## config.mk

```make
export PLATFORM = sky130hd
export DESIGN_NAME = trainled_nch
export DESIGN_NICKNAME = d
export VERILOG_FILES = /design/src/rtl/trainled_pkg.sv /design/src/rtl/trainled_pwm.sv /design/src/rtl/trainled_nch.sv
export SDC_FILE = /design/constraint.sdc
export NUM_CORES = 1
export LEC_CHECK = 0
export CAP_MARGIN = 10
export CELL_PAD_IN_SITES_DETAIL_PLACEMENT = 1
export CELL_PAD_IN_SITES_GLOBAL_PLACEMENT = 1
export CORE_MARGIN = 2
export CORE_UTILIZATION = 55
export DETAILED_ROUTE_END_ITERATION = 10
export PLACE_DENSITY_LB_ADDON = 0.1
export SKIP_CTS_REPAIR_TIMING = 1
export SLEW_MARGIN = 5
export SYNTH_ARGS = -nofsm -noshare
export SYNTH_HDL_FRONTEND = slang
export SYNTH_SLANG_ARGS = --single-unit
```

## constraint.sdc

```tcl
create_clock -name clk -period 6.49 [get_ports clk]
set_clock_uncertainty 0.2 [all_clocks]
set_input_delay 1.6225 -clock clk [delete_from_list [all_inputs] [get_ports clk]]
set_output_delay 1.6225 -clock clk [all_outputs]
set_load 0.03 [all_outputs]
```

## src/rtl/trainled_pkg.sv

```systemverilog
// TrainLED multi-channel pixel: shared receiver types and defaults.
package trainled_pkg;

    typedef enum logic [1:0] {
        RX_IDLE,
        RX_HIGH,
        RX_LOW
    } rx_state_e;

    localparam int DEF_MIN_PULSE  = 2;
    localparam int DEF_THRESH     = 6;
    localparam int DEF_IDLE_TICKS = 48;

    function automatic int frame_bits(input int channels, input int pwm_bits);
        return channels * pwm_bits;
    endfunction

endpackage

```

## src/rtl/trainled_pwm.sv

```systemverilog
// TrainLED PWM back end: free-running counter, pending/duty double buffer
// and per-channel comparators. Channel 0 sits in the MSBs of i_frame.
module trainled_pwm #(
    parameter int CHANNELS = 3,
    parameter int PWM_BITS = 8
) (
    input  logic                         clk,
    input  logic                         reset,
    input  logic                         i_load,
    input  logic [CHANNELS*PWM_BITS-1:0] i_frame,
    output logic [CHANNELS-1:0]          o_led
);

    localparam int FB = CHANNELS * PWM_BITS;

    logic [PWM_BITS-1:0] r_pcnt;
    logic [FB-1:0]       r_pending;
    logic [FB-1:0]       r_duty;
    logic                r_pend_valid;
    logic                w_wrap;

    assign w_wrap = (r_pcnt == '1);

    // Duty only changes on the wrap so no period ever sees a mixed value;
    // a load in the same cycle stays pending for the following wrap.
    always_ff @(posedge clk or posedge reset) begin
        if (reset) begin
            r_pcnt       <= '0;
            r_pending    <= '0;
            r_duty       <= '0;
            r_pend_valid <= 1'b0;
        end else begin
            r_pcnt <= r_pcnt + 1'b1;
            if (w_wrap && r_pend_valid) begin
                r_duty       <= r_pending;
                r_pend_valid <= 1'b0;
            end
            if (i_load) begin
                r_pending    <= i_frame;
                r_pend_valid <= 1'b1;
            end
        end
    end

    always_comb begin
        o_led = '0;
        for (int i = 0; i < CHANNELS; i++) begin
            o_led[i] = r_pcnt < r_duty[(CHANNELS-1-i)*PWM_BITS +: PWM_BITS];
        end
    end

endmodule

```

## src/rtl/trainled_nch.sv

```systemverilog
// TrainLED multi-channel pixel: synchroniser, pulse-width receiver,
// shadow register and daisy-chain forwarding in front of the PWM block.
module trainled_nch
    import trainled_pkg::*;
#(
    parameter int CHANNELS   = 3,
    parameter int PWM_BITS   = 8,
    parameter int CNT_BITS   = 6,
    parameter int MIN_PULSE  = DEF_MIN_PULSE,
    parameter int THRESH     = DEF_THRESH,
    parameter int IDLE_TICKS = DEF_IDLE_TICKS
) (
    input  logic                clk,
    input  logic                reset,
    input  logic                din,
    output logic                dout,
    output logic [CHANNELS-1:0] led
);

    localparam int FB   = frame_bits(CHANNELS, PWM_BITS);
    localparam int BC_W = $clog2(FB + 1);

    localparam logic [BC_W-1:0]     FULL      = BC_W'(FB);
    localparam logic [CNT_BITS-1:0] MINP      = CNT_BITS'(MIN_PULSE);
    localparam logic [CNT_BITS-1:0] THR       = CNT_BITS'(THRESH);
    localparam logic [CNT_BITS-1:0] IDLE_LAST = CNT_BITS'(IDLE_TICKS - 1);

    logic                r_din_meta;
    logic                r_din_s;
    logic                r_din_prev;
    rx_state_e           r_state;
    logic [CNT_BITS-1:0] r_hcnt;
    logic [CNT_BITS-1:0] r_lcnt;
    logic [FB-1:0]       r_shadow;
    logic [BC_W-1:0]     r_bitcnt;
    logic                r_fwd;

    logic w_rise;
    logic w_fall;
    logic w_dec;
    logic w_bit;
    logic w_timeout;
    logic w_load;

    always_comb begin
        w_rise    = r_din_s & ~r_din_prev;
        w_fall    = ~r_din_s & r_din_prev;
        w_dec     = (r_state == RX_HIGH) && w_fall && (r_hcnt >= MINP);
        w_bit     = (r_hcnt >= THR);
        w_timeout = (r_state == RX_LOW) && !r_din_s && (r_lcnt == IDLE_LAST);
        w_load    = w_timeout && (r_bitcnt == FULL);
    end

    always_ff @(posedge clk or posedge reset) begin
        if (reset) begin
            r_din_meta <= 1'b0;
            r_din_s    <= 1'b0;
            r_din_prev <= 1'b0;
        end else begin
            r_din_meta <= din;
            r_din_s    <= r_din_meta;
            r_din_prev <= r_din_s;
        end
    end

    // hcnt counts the cycle of the rise too, so it equals the high time.
    always_ff @(posedge clk or posedge reset) begin
        if (reset) begin
            r_state <= RX_IDLE;
            r_hcnt  <= '0;
            r_lcnt  <= '0;
        end else begin
            unique case (r_state)
                RX_IDLE: begin
                    if (w_rise) begin
                        r_state <= RX_HIGH;
                        r_hcnt  <= CNT_BITS'(1);
                    end
                end
                RX_HIGH: begin
                    if (w_fall) begin
                        r_state <= RX_LOW;
                        r_lcnt  <= '0;
                    end else if (r_hcnt != '1) begin
                        r_hcnt <= r_hcnt + 1'b1;
                    end
                end
                RX_LOW: begin
                    if (r_din_s) begin
                        r_state <= RX_HIGH;
                        r_hcnt  <= CNT_BITS'(1);
                        r_lcnt  <= '0;
                    end else if (w_timeout) begin
                        r_state <= RX_IDLE;
                    end else begin
                        r_lcnt <= r_lcnt + 1'b1;
                    end
                end
                default: r_state <= RX_IDLE;
            endcase
        end
    end

    // The bit that fills the shadow opens forwarding from the next edge on.
    always_ff @(posedge clk or posedge reset) begin
        if (reset) begin
            r_shadow <= '0;
            r_bitcnt <= '0;
            r_fwd    <= 1'b0;
        end else if (w_timeout) begin
            r_bitcnt <= '0;
            r_fwd    <= 1'b0;
        end else if (w_dec && (r_bitcnt != FULL)) begin
            r_shadow <= {r_shadow[FB-2:0], w_bit};
            r_bitcnt <= r_bitcnt + 1'b1;
            if (r_bitcnt == FULL - 1'b1) begin
                r_fwd <= 1'b1;
            end
        end
    end

    assign dout = r_fwd & r_din_s;

    trainled_pwm #(
        .CHANNELS (CHANNELS),
        .PWM_BITS (PWM_BITS)
    ) u_pwm (
        .clk     (clk),
        .reset   (reset),
        .i_load  (w_load),
        .i_frame (r_shadow),
        .o_led   (led)
    );

endmodule

```

Yosys cells after proc, flatten, opt, wreduce, memory -nomap -nowiden
Index checks and enable logic that the tools add are counted.

Add/subtract/negate cells: 4. Order comparisons: 5. Equality and inequality tests: 15. Muxes and demuxes: 21. Bitwise gates (word level): 6. Reduce and logical (&&, ||, !) cells: 19.

Operators by type and width (count): $mux 6 (7); $lt 8x8->1 (3); $pmux 6 s3 (1); $add 6x1->6 const B (2); $pmux 6 s2 (1); $eq 5x5->1 const B (2); $mux 5 (2); $add 8x1->8 const B (1); $eq 8x8->1 const B (1); $mux 2 (4); $ne 2x2->1 const B (4); $reduce_bool 2->1 (4); $logic_and 1x1->1 (7); $eq 6x6->1 const B (1); $ge 6x2->1 const B (1); $ge 6x3->1 const B (1); $ne 3x3->1 const B (2); $ne 6x6->1 const B (1); $pmux 2 s3 (1); $reduce_and 3->1 (2); $add 5x1->5 const B (1); $mux 1 (5); $ne 5x5->1 const B (1); $reduce_and 5->1 (1); other kinds (9) (14).

Register bits: 104. Input bits: 3. Output and inout port bits: 4. Word-level logic and storage cells: 83.

Longest topological paths before layout
Depth after elaboration: 7. Gate-level depth with buffers: 7. Depth with buffers taken out: 6.

Modules after synthesis
Synthesis repeated with hierarchy kept, for this count alone.

Cell total of the unflattened synthesis: 392. Area, all modules: 5047.3 sq um.

By module, submodules not included: trainled_pwm (times used 1, cells an instance 211, area each 2790.2 sq um, sequential area each 1426.4 sq um); trainled_nch (times used 1, cells an instance 181, area each 2257.2 sq um, sequential area each 1176.1 sq um).

Worst setup path after synthesis
No wires, ideal clock.

Path type: reg2out. Start point: reg u_pwm.r_pcnt[2]. End point: out led[2]. Arrival time: 1927 ps. Data required time: 4668 ps. Setup slack: 2740 ps. Stages on the path, launching flop included: 6. Path buffers: 0. Cells stage by stage: dfrtp_1 > ha_1 > a21o_1 > a31oi_1 > o21ai_0 > a221oi_1.

Word-level cells in the longest chain between the ends: 1.

RTL lines: from (decl) (RTL line trainled_pwm.sv:16) `logic [PWM_BITS-1:0] r_pcnt;`; from (signal assigned) (RTL line trainled_pwm.sv:33) `r_pcnt <= r_pcnt + 1'b1;`; $lt 8x8->1 (RTL line trainled_pwm.sv:48) `o_led[i] = r_pcnt < r_duty[(CHANNELS-1-i)*PWM_BITS +: PWM_BITS];`; to (decl) (RTL line trainled_nch.sv:17) `output logic [CHANNELS-1:0] led`.

Every way passes these cells.

Worst setup path in the final report
Start point: reg u_pwm.r_pcnt[2]. End point: out led[1].

Same word-level chain as after synthesis.

==> metrics.md <==
| Metric | Value |
|---|---|
| DP Worst Slack | between 2 and 2.5 ns |
| Area leader, netlist | dfrtp_1 |
| Initial antenna violation count | 0 |
| Asr flop ratio synth | 100.0% |
| Drt first pass iters | 4 |
| Cell Area, Synth | roughly 0.0048 mm^2 |
| Post-synthesis compound-gate area fraction | between 8 and 9% |
| Clock Tree Buf Depth | 2 |
| Max Slew Vio Count | 0 |
| Final min period | 4.485 ns |
| Synth top area cells | dfrtp_1 (54%), mux2_2 (7.2%), ha_1 (7.0%) |
| Die area | ~0.0096 mm^2 |
| Starting DRT DRC Count | about 110 |
| Area grow syn2layout | 7.174% |
| Area of the multi-input gates | 0.002079 mm^2 |
| Die width | 97.89 um |
| Wirelength, routed | between 8000 and 9000 um |
| CTS sink cnt | 104 |
| Rows | 34 |
| Worst min path class | register to register |
| Met2 GRT Util | about a third |
| GR Layer Usage met3 | 3.722% |
| Detail Placement HPWL | 5986 um |
| Synth cell types | 48 |
| Slack of the critical path | 2.005 ns |
| First-pass GRT wire length | 15520 um |
| Post-synthesis adder-cell area fraction | 6.968% |
| Starting Density | 56.14% |
| Post-Syn Nets | 430 |
| CP Class | register to primary output |
| Area of the core | around 0.0086 mm^2 |
| YS warnings | 0 |
| Port Buffers | 6 |
| CTS tree | built |
| # setup viols final | 0 |
| DP Area | around 0.0050 mm^2 |
| P per Cell Area | 240.2 mW/mm^2 |
| Critical path arrival | around 2.7 ns |
| Outcome | finished clean |
| Filler cells | a little under 900 |
| Syn avg cell area | 12.12 um^2 |
| FF+latch count, synth | 104 |
| Worst EP required | approximately 4.7 ns |
| Crit. End Element | primary output |
| Yosys top cell area share | 53.68% |
| Final Util | between 60% and 70% |
| Root Buffer | clkbuf_8 |
| Routability cong. | 0.8184 |
| Simple-Gate Fraction of Synth Area | 10.79% |
| Drt drc | 0 |
| Pleak | 2.514 nW |
| CP max FO | 7 |
| Setup slack, reg-to-reg | 3.81 ns |
| Met1 usage | 26.21% |
| Final Hold Viols | 0 |
| H-tree depth | 3 |
| Vias in the first global route | between 3000 and 4000 |
| Clk slew on worst S/H paths | 0.10 ns |
| Post-DRT Antenna Nets | 0 |
| Nets | between 400 and 500 |
| Grt total ovfl | 0 |
| Worst slew pin tran | between 0.7 and 0.8 ns |
| Seq/Total Area, Yosys | 53.68% |
| DR WL/cell | 16.55 um |
| Layout cells sized above 1 | 18.12% |
| Clock latency on the worst-skew pair | 0.36 ns |
| Slew headroom | 50.88% |
| Post-synthesis mux area share | 15.05% |
| Max-Cap Viols | 0 |
| Gr busiest metal | met2 |
| Vias | 2964 |
| Crit path launch type | register |
| Register area | 0.002603 mm^2 |
| Number of flops mapped to enable cells by yosys | 0 |
| Top Ports | 7 |
| Overall Global Routing Usage | ~20% |
| N_diodes | 0 |
| Die Y | 97.89 um |
| Largest family of logic cells by synthesized area | multiplexers |
| Max VDD drop | 0.1346 mV |
| CTS Buf Count | 9 |
| Final period utilization | 69.11% |
| Setup TNS | 0 ns |
| RSZ-0062 raised after global routing | false |
| Vias per cell | between 5 and 6 |
| Design area | between 0.005 and 0.006 mm^2 |
| Mapped Cells | 400 |
| Largest net degree at the start of global routing | 57 |
| Fmax | 222.9 MHz |
| Top FF cell, synth | dfrtp_1 |
| XOR/XNOR Fraction of Synth Area | 1.084% |
-- synthesized netlist by cell type, types with 2 or more instances --
cell type and n:
buf_2 3, mux2_2 31, o31ai_1 2, xnor2_1 2, nor3_1 4, and2_1 2, nand3b_1 2, clkbuf_1 6
nand4_1 2, mux2_4 20, xor2_1 4, nand3_1 10, buf_12 2, a21oi_1 8, o22ai_1 2, a31oi_1 6
mux2i_1 8, dfrtp_1 104, nand2_1 42, nand2b_1 8, nor2_1 6, ha_1 27, a221oi_1 3, inv_1 28
a21o_1 6, o21ai_0 27, and3_1 7, or3_1 2, nor2b_1 6, a41oi_1 2
-- logic make-up after synthesis --
group / Yosys count
DFF: 104
and+or+nand+nor: 99
AOI/OAI and AO/OA: 66
muxes: 59
buffers and inverters: 39
adders and majority gates: 27
xor gates and xnor gates: 6
-- critical path, stage by stage, from the launching register on --
cell and delay, ns:
dfrtp_1 0.48, ha_1 0.33, a21o_1 0.18, a31oi_1 0.18
o21ai_0 0.13, a221oi_1 0.28, clkdlybuf4s50_1 0.72
-- worst paths after layout --
| kind | endpoint | cells after the start | startpoint |
|---|---|---|---|
| min | r_din_s | 0 | r_din_meta |
| min reg2reg | r_din_s | 0 | r_din_meta |
| max reg2reg | u_pwm.r_pending[4] | 4 | r_din_s |
| max in group asynchronous | u_pwm.r_duty[23] | 3 | reset |
| max | led[1] | 6 | u_pwm.r_pcnt[2] |
| min in group asynchronous | r_shadow[3] | 2 | reset |
-- registers in the layout (all words and copies together), names as in the netlist --
register and count:
u_pwm.r_pending 24, r_din_prev 1, r_hcnt 6, u_pwm.r_pend_valid 1, r_din_meta 1, r_state 2
u_pwm.r_duty 24, r_din_s 1, u_pwm.r_pcnt 8, r_shadow 24, r_fwd 1, r_bitcnt 5
r_lcnt 6
-- placed cells by master, fill, tap and decap left out, types with 3 or more instances in the layout --
cell type        instances
nor3_1                   4
nor2_1                   6
nand2_1                 42
and3_1                   7
buf_4                    3
ha_1                    27
clkbuf_8                10
a21oi_1                  8
nand2b_1                 8
mux2_4                  20
a21o_1                   6
inv_1                   27
mux2i_1                  8
o21ai_0                 27
nand3_1                 10
a31oi_1                  6
nor2b_1                  6
xor2_1                   4
dfrtp_1                104
clkdlybuf4s50_1          6
mux2_2                  31
a221oi_1                 3
-- metrics by stage --
step / instances / power [mW] / hold slack [ns]
after CTS: 522 / 1.266 / 0.1829
final: 522 / 1.248 / 0.1751
after global placement: 506 / 0.8668 / 0.1403
after global routing: 522 / 1.316 / 0.1899
after floorplan: 400 / 0.8328 / 0.1312
after detailed placement: 506 / 0.8764 / 0.1502
-- power by group --
| part | switching (mW) | leakage [nW] | internal, mW |
|---|---|---|---|
| clock | 0.232 | 0.0992 | 0.156 |
| sequential | 0.0423 | 1.42 | 0.684 |
| combinational | 0.0733 | 0.999 | 0.0605 |
| total | 0.348 | 2.51 | 0.901 |
-- layout make-up --
type / count / area share [%]
multi-input combinational: 257 / 40.02
timing repair buffer: 9 / 1.589
sequential: 104 / 50.08
inverter: 28 / 2.071
clock buffer: 10 / 2.649
clock inverter: 6 / 0.9872
tap: 108 / 2.601
-- routing by layer --
metal,up-vias,share of wire [%]
met1,1524,47
met2,17,50
met4,0,1.3
met5,-,0
met3,5,1.7
li1,1418,-
(Power assumes the default switching activity.)
